File: src/rtl/tft_draw_arbiter.sv
// tft_draw_arbiter: power-up/init sequencer and round-robin arbiter owning the tft_ctrl draw port.
module tft_draw_arbiter #(
  parameter int NREQ = 3,
  parameter int DLY_WIDTH = 16
) (
  input  logic              clk,
  input  logic              arstn,
  input  logic              soft_init,
  input  logic [NREQ-1:0]   req,
  input  logic [NREQ*80-1:0] cmd_in,
  output logic [NREQ-1:0]   ack,
  output logic [NREQ-1:0]   cnext_out,
  output logic              ready,
  output logic              tft_init,
  output logic              tft_draw,
  output logic [79:0]       tft_cmd,
  input  logic              tft_busy,
  input  logic              tft_done,
  input  logic              tft_cnext
);
  localparam int GW = $clog2(NREQ);
  typedef enum logic [2:0] {PWRDLY, INIT, IDLE, ISSUE, GAP} state_t;
  state_t state, state_n;
  logic [DLY_WIDTH-1:0] cnt, cnt_n;
  logic [GW-1:0] rr, rr_n, grant, grant_n, pick;
  logic found;
  logic [NREQ-1:0] ack_n;
  logic ready_n, init_n, draw_n;
  logic [63:0] geom, geom_n;
  logic [15:0] color_q, color_n, live_color;
  assign live_color = cmd_in[80*grant+64 +: 16];
  assign tft_cmd = {state == ISSUE ? live_color : color_q, geom};
  assign cnext_out = (state == ISSUE && tft_cnext) ? NREQ'(1) << grant : '0;
  // first requesting index after the last grant, wrapping
  always_comb begin
    pick = '0;
    found = 1'b0;
    for (int i = 0; i < NREQ; i++)
      if (!found && req[(int'(rr) + 1 + i) % NREQ]) begin
        found = 1'b1;
        pick = GW'((int'(rr) + 1 + i) % NREQ);
      end
  end
  always_comb begin
    state_n = state;
    cnt_n = cnt;
    rr_n = rr;
    grant_n = grant;
    ack_n = '0;
    ready_n = ready;
    init_n = 1'b0;
    draw_n = tft_draw;
    geom_n = geom;
    color_n = state == ISSUE ? live_color : color_q;
    case (state)
      PWRDLY: begin
        cnt_n = cnt + 1'b1;
        if (&cnt) begin
          init_n = 1'b1;
          state_n = INIT;
        end
      end
      // a done coincident with our own init pulse belongs to something earlier
      INIT: if (tft_done && !tft_init) begin
        ready_n = 1'b1;
        state_n = IDLE;
      end
      IDLE: if (soft_init) begin
        ready_n = 1'b0;
        init_n = 1'b1;
        state_n = INIT;
      end else if (!tft_busy && found) begin
        grant_n = pick;
        rr_n = pick;
        geom_n = cmd_in[80*pick +: 64];
        color_n = cmd_in[80*pick+64 +: 16];
        draw_n = 1'b1;
        state_n = ISSUE;
      end
      ISSUE: if (tft_done) begin
        draw_n = 1'b0;
        ack_n[grant] = 1'b1;
        state_n = GAP;
      end
      GAP: state_n = IDLE;
      default: state_n = PWRDLY;
    endcase
  end
  always_ff @(posedge clk or negedge arstn)
    if (!arstn) begin
      state <= PWRDLY;
      cnt <= '0;
      rr <= GW'(NREQ - 1);
      grant <= '0;
      ack <= '0;
      ready <= 1'b0;
      tft_init <= 1'b0;
      tft_draw <= 1'b0;
      geom <= '0;
      color_q <= '0;
    end else begin
      state <= state_n;
      cnt <= cnt_n;
      rr <= rr_n;
      grant <= grant_n;
      ack <= ack_n;
      ready <= ready_n;
      tft_init <= init_n;
      tft_draw <= draw_n;
      geom <= geom_n;
      color_q <= color_n;
    end
endmodule
File: config.mk
export PLATFORM = sky130hd
export DESIGN_NAME = tft_draw_arbiter
export DESIGN_NICKNAME = d
export VERILOG_FILES = /design/src/rtl/tft_draw_arbiter.sv
export SDC_FILE = /design/constraint.sdc
export NUM_CORES = 1
export LEC_CHECK = 0
export ABC_AREA = 1
export ABC_CLOCK_PERIOD_IN_PS = 3700
export CORE_AREA = 2 2 132 134
export CTS_CLUSTER_DIAMETER = 100
export DETAILED_ROUTE_END_ITERATION = 10
export DIE_AREA = 0 0 134 136
export MAX_ROUTING_LAYER = met4
export PLACE_DENSITY = 0.84
export SETUP_SLACK_MARGIN = 0.02
export SLEW_MARGIN = 10
export SYNTH_ARGS = -nofsm -noshare
export SYNTH_HDL_FRONTEND = slang
export SYNTH_SLANG_ARGS = --single-unit
File: constraint.sdc
create_clock -name clk -period 3.7 [get_ports clk]
set_input_delay 0.925 -clock clk [delete_from_list [all_inputs] [get_ports clk]]
set_output_delay 0.925 -clock clk [all_outputs]
set_load 0.005 [all_outputs]
Word-level counts from Yosys, hierarchy flattened
Index checks and enable logic that the tools add are counted.
W data, S select, Z words.
{"block": "word_totals", "reg_bits": 109, "ram_bits": 0, "latch_bits": 0, "inputBits": 249, "output_inout_bits": 89, "mem_bits_ro": 0, "word_cells": 100, "mem_count": 0}
{"block": "classes", "mux": 40, "shift": 4, "order_cmp": 5, "bitwise": 1, "reduce_logical": 18, "eq_ne": 11, "div": 3, "n_addsub": 6, "mul": 2}
{"op": "$shiftx A240 B11 Y16", "count": 2}
{"op": "$shiftx A240 B10 Y64", "count": 1}
{"op": "$lt A32 B4 Y1 const B", "count": 3}
{"op": "$mod A32 B3 Y32 const B", "count": 3}
{"op": "$mux W16", "count": 4}
{"op": "$add A32 B2 Y32 const B", "count": 1}
{"op": "$mux W3", "count": 8}
{"op": "$add A9 B7 Y10 const B", "count": 2}
{"op": "$mux W1", "count": 17}
{"op": "$add A16 B1 Y16 const B", "count": 1}
{"op": "$reduce_and A16 Y1", "count": 1}
{"op": "$pmux W3 S5", "count": 1}
{"op": "$ne A2 B2 Y1 const B", "count": 6}
{"op": "$mul A3 B2 Y5 const A", "count": 2}
{"op": "$reduce_and A4 Y1", "count": 2}
{"op": "$bmux W1 S2", "count": 3}
{"op": "$eq A3 B2 Y1 const B", "count": 2}
{"op": "$logic_and A1 B1 Y1", "count": 6}
{"op": "$mux W2", "count": 3}
{"op": "$pmux W1 S2", "count": 3}
{"op": "$reduce_and A3 Y1", "count": 2}
{"op": "$add A3 B2 Y4 const B", "count": 1}
{"op": "$logic_not A1 Y1", "count": 4}
{"op": "$reduce_bool A2 Y1", "count": 2}
{"op": "other kinds (10)", "count": 10}

Logic depth before layout (Yosys ltp)
Gate-level depths: netlist of the first run.
{"block": "depth", "ltp_word": 18, "depth_mapped": 16}

Worst setup path after synthesis of the first run
No wires, ideal clock.
{"block": "synth_path", "path_kind": "input -> output", "startpoint": "in cmd_in[64]", "endpoint": "out tft_cmd[64]", "arrival_time_ns": 1.364, "path_buffers": 0, "slack_ns": 1.411, "path_stages": 4, "cell_sequence": "inv_1 o21ai_0 a21oi_1 o21ai_0"}
{"block": "synth_via", "elab_chain_cells": 2}
{"element": "start: declaration", "line": "10", "text": "input logic [NREQ*80-1:0] cmd_in,"}
{"element": "$shiftx A240 B11 Y16", "line": "31", "text": "assign live_color = cmd_in[80*grant+64 +: 16];"}
{"element": "$mux W16", "line": "32", "text": "assign tft_cmd = {state == ISSUE ? live_color : color_q, geom};"}
{"element": "end: declaration", "line": "16", "text": "output logic [79:0] tft_cmd,"}
Every way passes these cells.

Final worst setup path of the first run
{"block": "layout_path", "startpoint": "in cmd_in[79]", "endpoint": "out tft_cmd[79]"}
The elaborated chain is that of the path after synthesis.

==> impl_results.md, run 1 <==
* Worst-case vdd ir drop at 0.7093 mV
* Setup TNS at 0 ns
* Top-count cell post-synth: nand2_1
* Rel. slew slack at 0.4658
* P&R area growth vs syn at 54.74%
* Vias post-DR at 8060
* Starting density of the core at 0.4126
* Post-synth EDFFs at 0
* Cells along the critical path: clkdlybuf4s50_1 -> inv_1 -> o21ai_0 -> a21oi_1 -> o21ai_0 -> clkdlybuf4s50_1
* Sum of routed wire length over all layers at 26130 um
* Slew Viols, Final at 0
* Worst min path class: register to register
* Hold Slack at 0.4717 ns
* Clk_skew at 0.007543 ns
* Setup Crit Path Kind: input port to output pin
* Status: completed
* Post-DR vias/cell at 5.227
* Crit-path max FO at 2
* Setup Buffers After CTS at 0
* Num ports at 338
* Reg clk slew, reported paths at 0.07 ns
* Setup repair after global routing missed its margin: no
* Num CTS Buffers at 9
* FFs w/ async S/R, synth at 1.000
* Yosys reg bits at 108
* Area of the mapped netlist at 6963 um2
* Row count at 48
* Synth area leader: dfrtp_1
* Die Wd at 134 um
* DR WL/cell at 16.95 um
* Hold_buf cts at 0
* Remaining Overflow, GRT at 0
* Endpoints failing hold at 0
* Final min period at 3.495 ns
* Clk sinks at 108
* 1st-iter DRT viols at 634
* DR pass1 iterations at 5
* Power per cell area at 746.4 nW/um2
* Tcrit/Tclk final at 0.9447
* Clk_lat worst skew at 0.35 ns
* Syn_area_per_cell at 6.915 um2
* CP max stage cell: clkdlybuf4s50_1
* ANT nets after route at 0
* Largest net degree at the start of global routing at 83
* Synthesized Nets at 1261
* Worst Path Required at 2.77 ns
* Share of layout cells above drive strength 1 at 0.04632
* DP HPWL at 18680 um
* CP peak stage delay at 0.57 ns
* Seq/Total Area, Yosys at 0.3883
* Worst-margin pin slew at 0.8013 ns
* Vias in the first global route at 7488
* CP Data Arrival Time at 2.57 ns
* CP endpoint kind: output pin
* CP startpoint kind: input port
* Top FF cell, synth: dfrtp_1
* Synth cell count leaders: nand2_1 (238), inv_1 (140), nand3_1 (118), dfrtp_1 (107), a21oi_1 (87)
* Longest Clk Path Bufs at 2
* First-pass GRT wire length at 39790 um
* Cells after synthesis at 1007
* Max-cap violations at 0
* Clk root buf: clkbuf_16
* Die height at 136 um
* Initial antenna violation count at 0
* Die area at 18220 um2
* Synth area leaders: dfrtp_1 (38%), nand2_1 (13%), nand3_1 (8.5%), inv_1 (7.5%), a21oi_1 (6.3%)
* Max Fclk at 0.2861 GHz
* Yosys warnings at 0
* Core footprint at 16880 um2
* H-tree depth at 3
* RePlAce Congestion at 0.9077
* Unique masters post-synth at 34
* Gr usage total at 0.2856
* P_leak at 4.967 nW
* Nets at 1566
* CTS tree: yes
* Port bufs at 337
* Antenna cells at 0
* Final setup fails at 0
* Share of the synthesized area in the top cell type at 0.3845
* DRC at 0
* Post-CTS sizing at 0
-- kinds of logic after synthesis --
| family | synth area share |
|---|---|
| AOI/OAI and AO/OA | 0.2020 |
| and+or+nand+nor | 0.2501 |
| buffers and inverters | 0.1330 |
| adders and majority gates | 0.008985 |
| DFF | 0.3883 |
| xor gates and xnor gates | 0.01761 |
-- report_power, final --
part           internal [W]  switching, W  total, W
combinational       0.00206       0.00308   0.00514
sequential          0.00164      0.000239   0.00188
clock              0.000551      0.000470   0.00102
-- routing by layer --
metal	routed length, um	share of wire	vias to the layer above	GRT usage
li1	-	-	3876	-
met1	10250	0.39	3716	0.3449
met2	12830	0.49	411	0.4726
met3	2115	0.081	57	0.05667
met4	929	0.036	0	0.1117
met5	0	0	-	-
-- per-stage QoR --
stage          instance area, um2  utilization  setup WS [ns]  total power [W]  cells
6_report                    10770       0.6384         0.2048         0.008042   1542
3_5_place_dp                10470       0.6202         0.2615         0.006980   1526
3_3_place_gp                10470       0.6202         0.2909         0.006873   1526
2_1_floorplan                6963            -          1.411         0.005034   1007
4_1_cts                     10770       0.6384         0.2587         0.008029   1542
5_1_grt                     10770       0.6384         0.1196         0.008614   1542
-- layout by cell type, fill, tap and decap left out, drive strengths merged, types with 2 or more instances in the layout --
cell and n:
clkbuf 10, clkinv 2, inv 147, nor3 2, or2 4, nand2 242
ha 5, o22ai 5, xnor2 4, dfrtp 107, o211ai 14, clkdlybuf4s50 336
xor2 10, a21oi 87, o21ai 159, nor2 30, nand4 2, buf 21
nand3 122
-- cell type report --
| class | count | area (um2) |
|---|---|---|
| Clock buffer | 10 | 239.0 |
| Clock inverter | 6 | 68.82 |
| Fill cell | 1439 | 6102 |
| Inverter | 145 | 544.3 |
| Multi-Input combinational cell | 691 | 3353 |
| Sequential cell | 108 | 2704 |
| Tap cell | 225 | 281.5 |
| Timing Repair Buffer | 357 | 3583 |
-- critical path, delay by kind of cell --
kind / cells / cell delay [ns]
AO/OA/AOI/OAI: 3 / 0.57
buffers and inverters: 3 / 1.08
-- path summary, 6_finish.rpt --
kind	start	endpoint	slack [ns]	depth (start not counted)
worst max-delay path	cmd_in[79]	tft_cmd[79]	0.20	6
worst min-delay path	cnt[9]	cnt[9]	0.47	1
worst max register to register	rr[1]	geom[0]	0.90	14
worst min register to register	cnt[9]	cnt[9]	0.47	1
max in group asynchronous	arstn	geom[30]	2.34	2
min in group asynchronous	arstn	cnt[7]	0.55	1
-- sequential cells by signal (all words and copies together) (netlist names) --
signal	cells
ack	3
cnt	16
color_q	16
geom	64
grant	1
ready	1
rr	2
state	3
tft_draw	1
tft_init	1
Power figures use the tool's default switching activity.
==> run 2, diff against run 1 <==
--- a/config.mk
+++ b/config.mk
@@ -8,7 +8,6 @@
 export ABC_AREA = 1
 export ABC_CLOCK_PERIOD_IN_PS = 3700
 export CORE_AREA = 2 2 132 134
-export CTS_CLUSTER_DIAMETER = 100
 export DETAILED_ROUTE_END_ITERATION = 10
 export DIE_AREA = 0 0 134 136
 export MAX_ROUTING_LAYER = met4
==> results of run 2 <==
Final layout, timing and power as in run 1 (identical DEF).
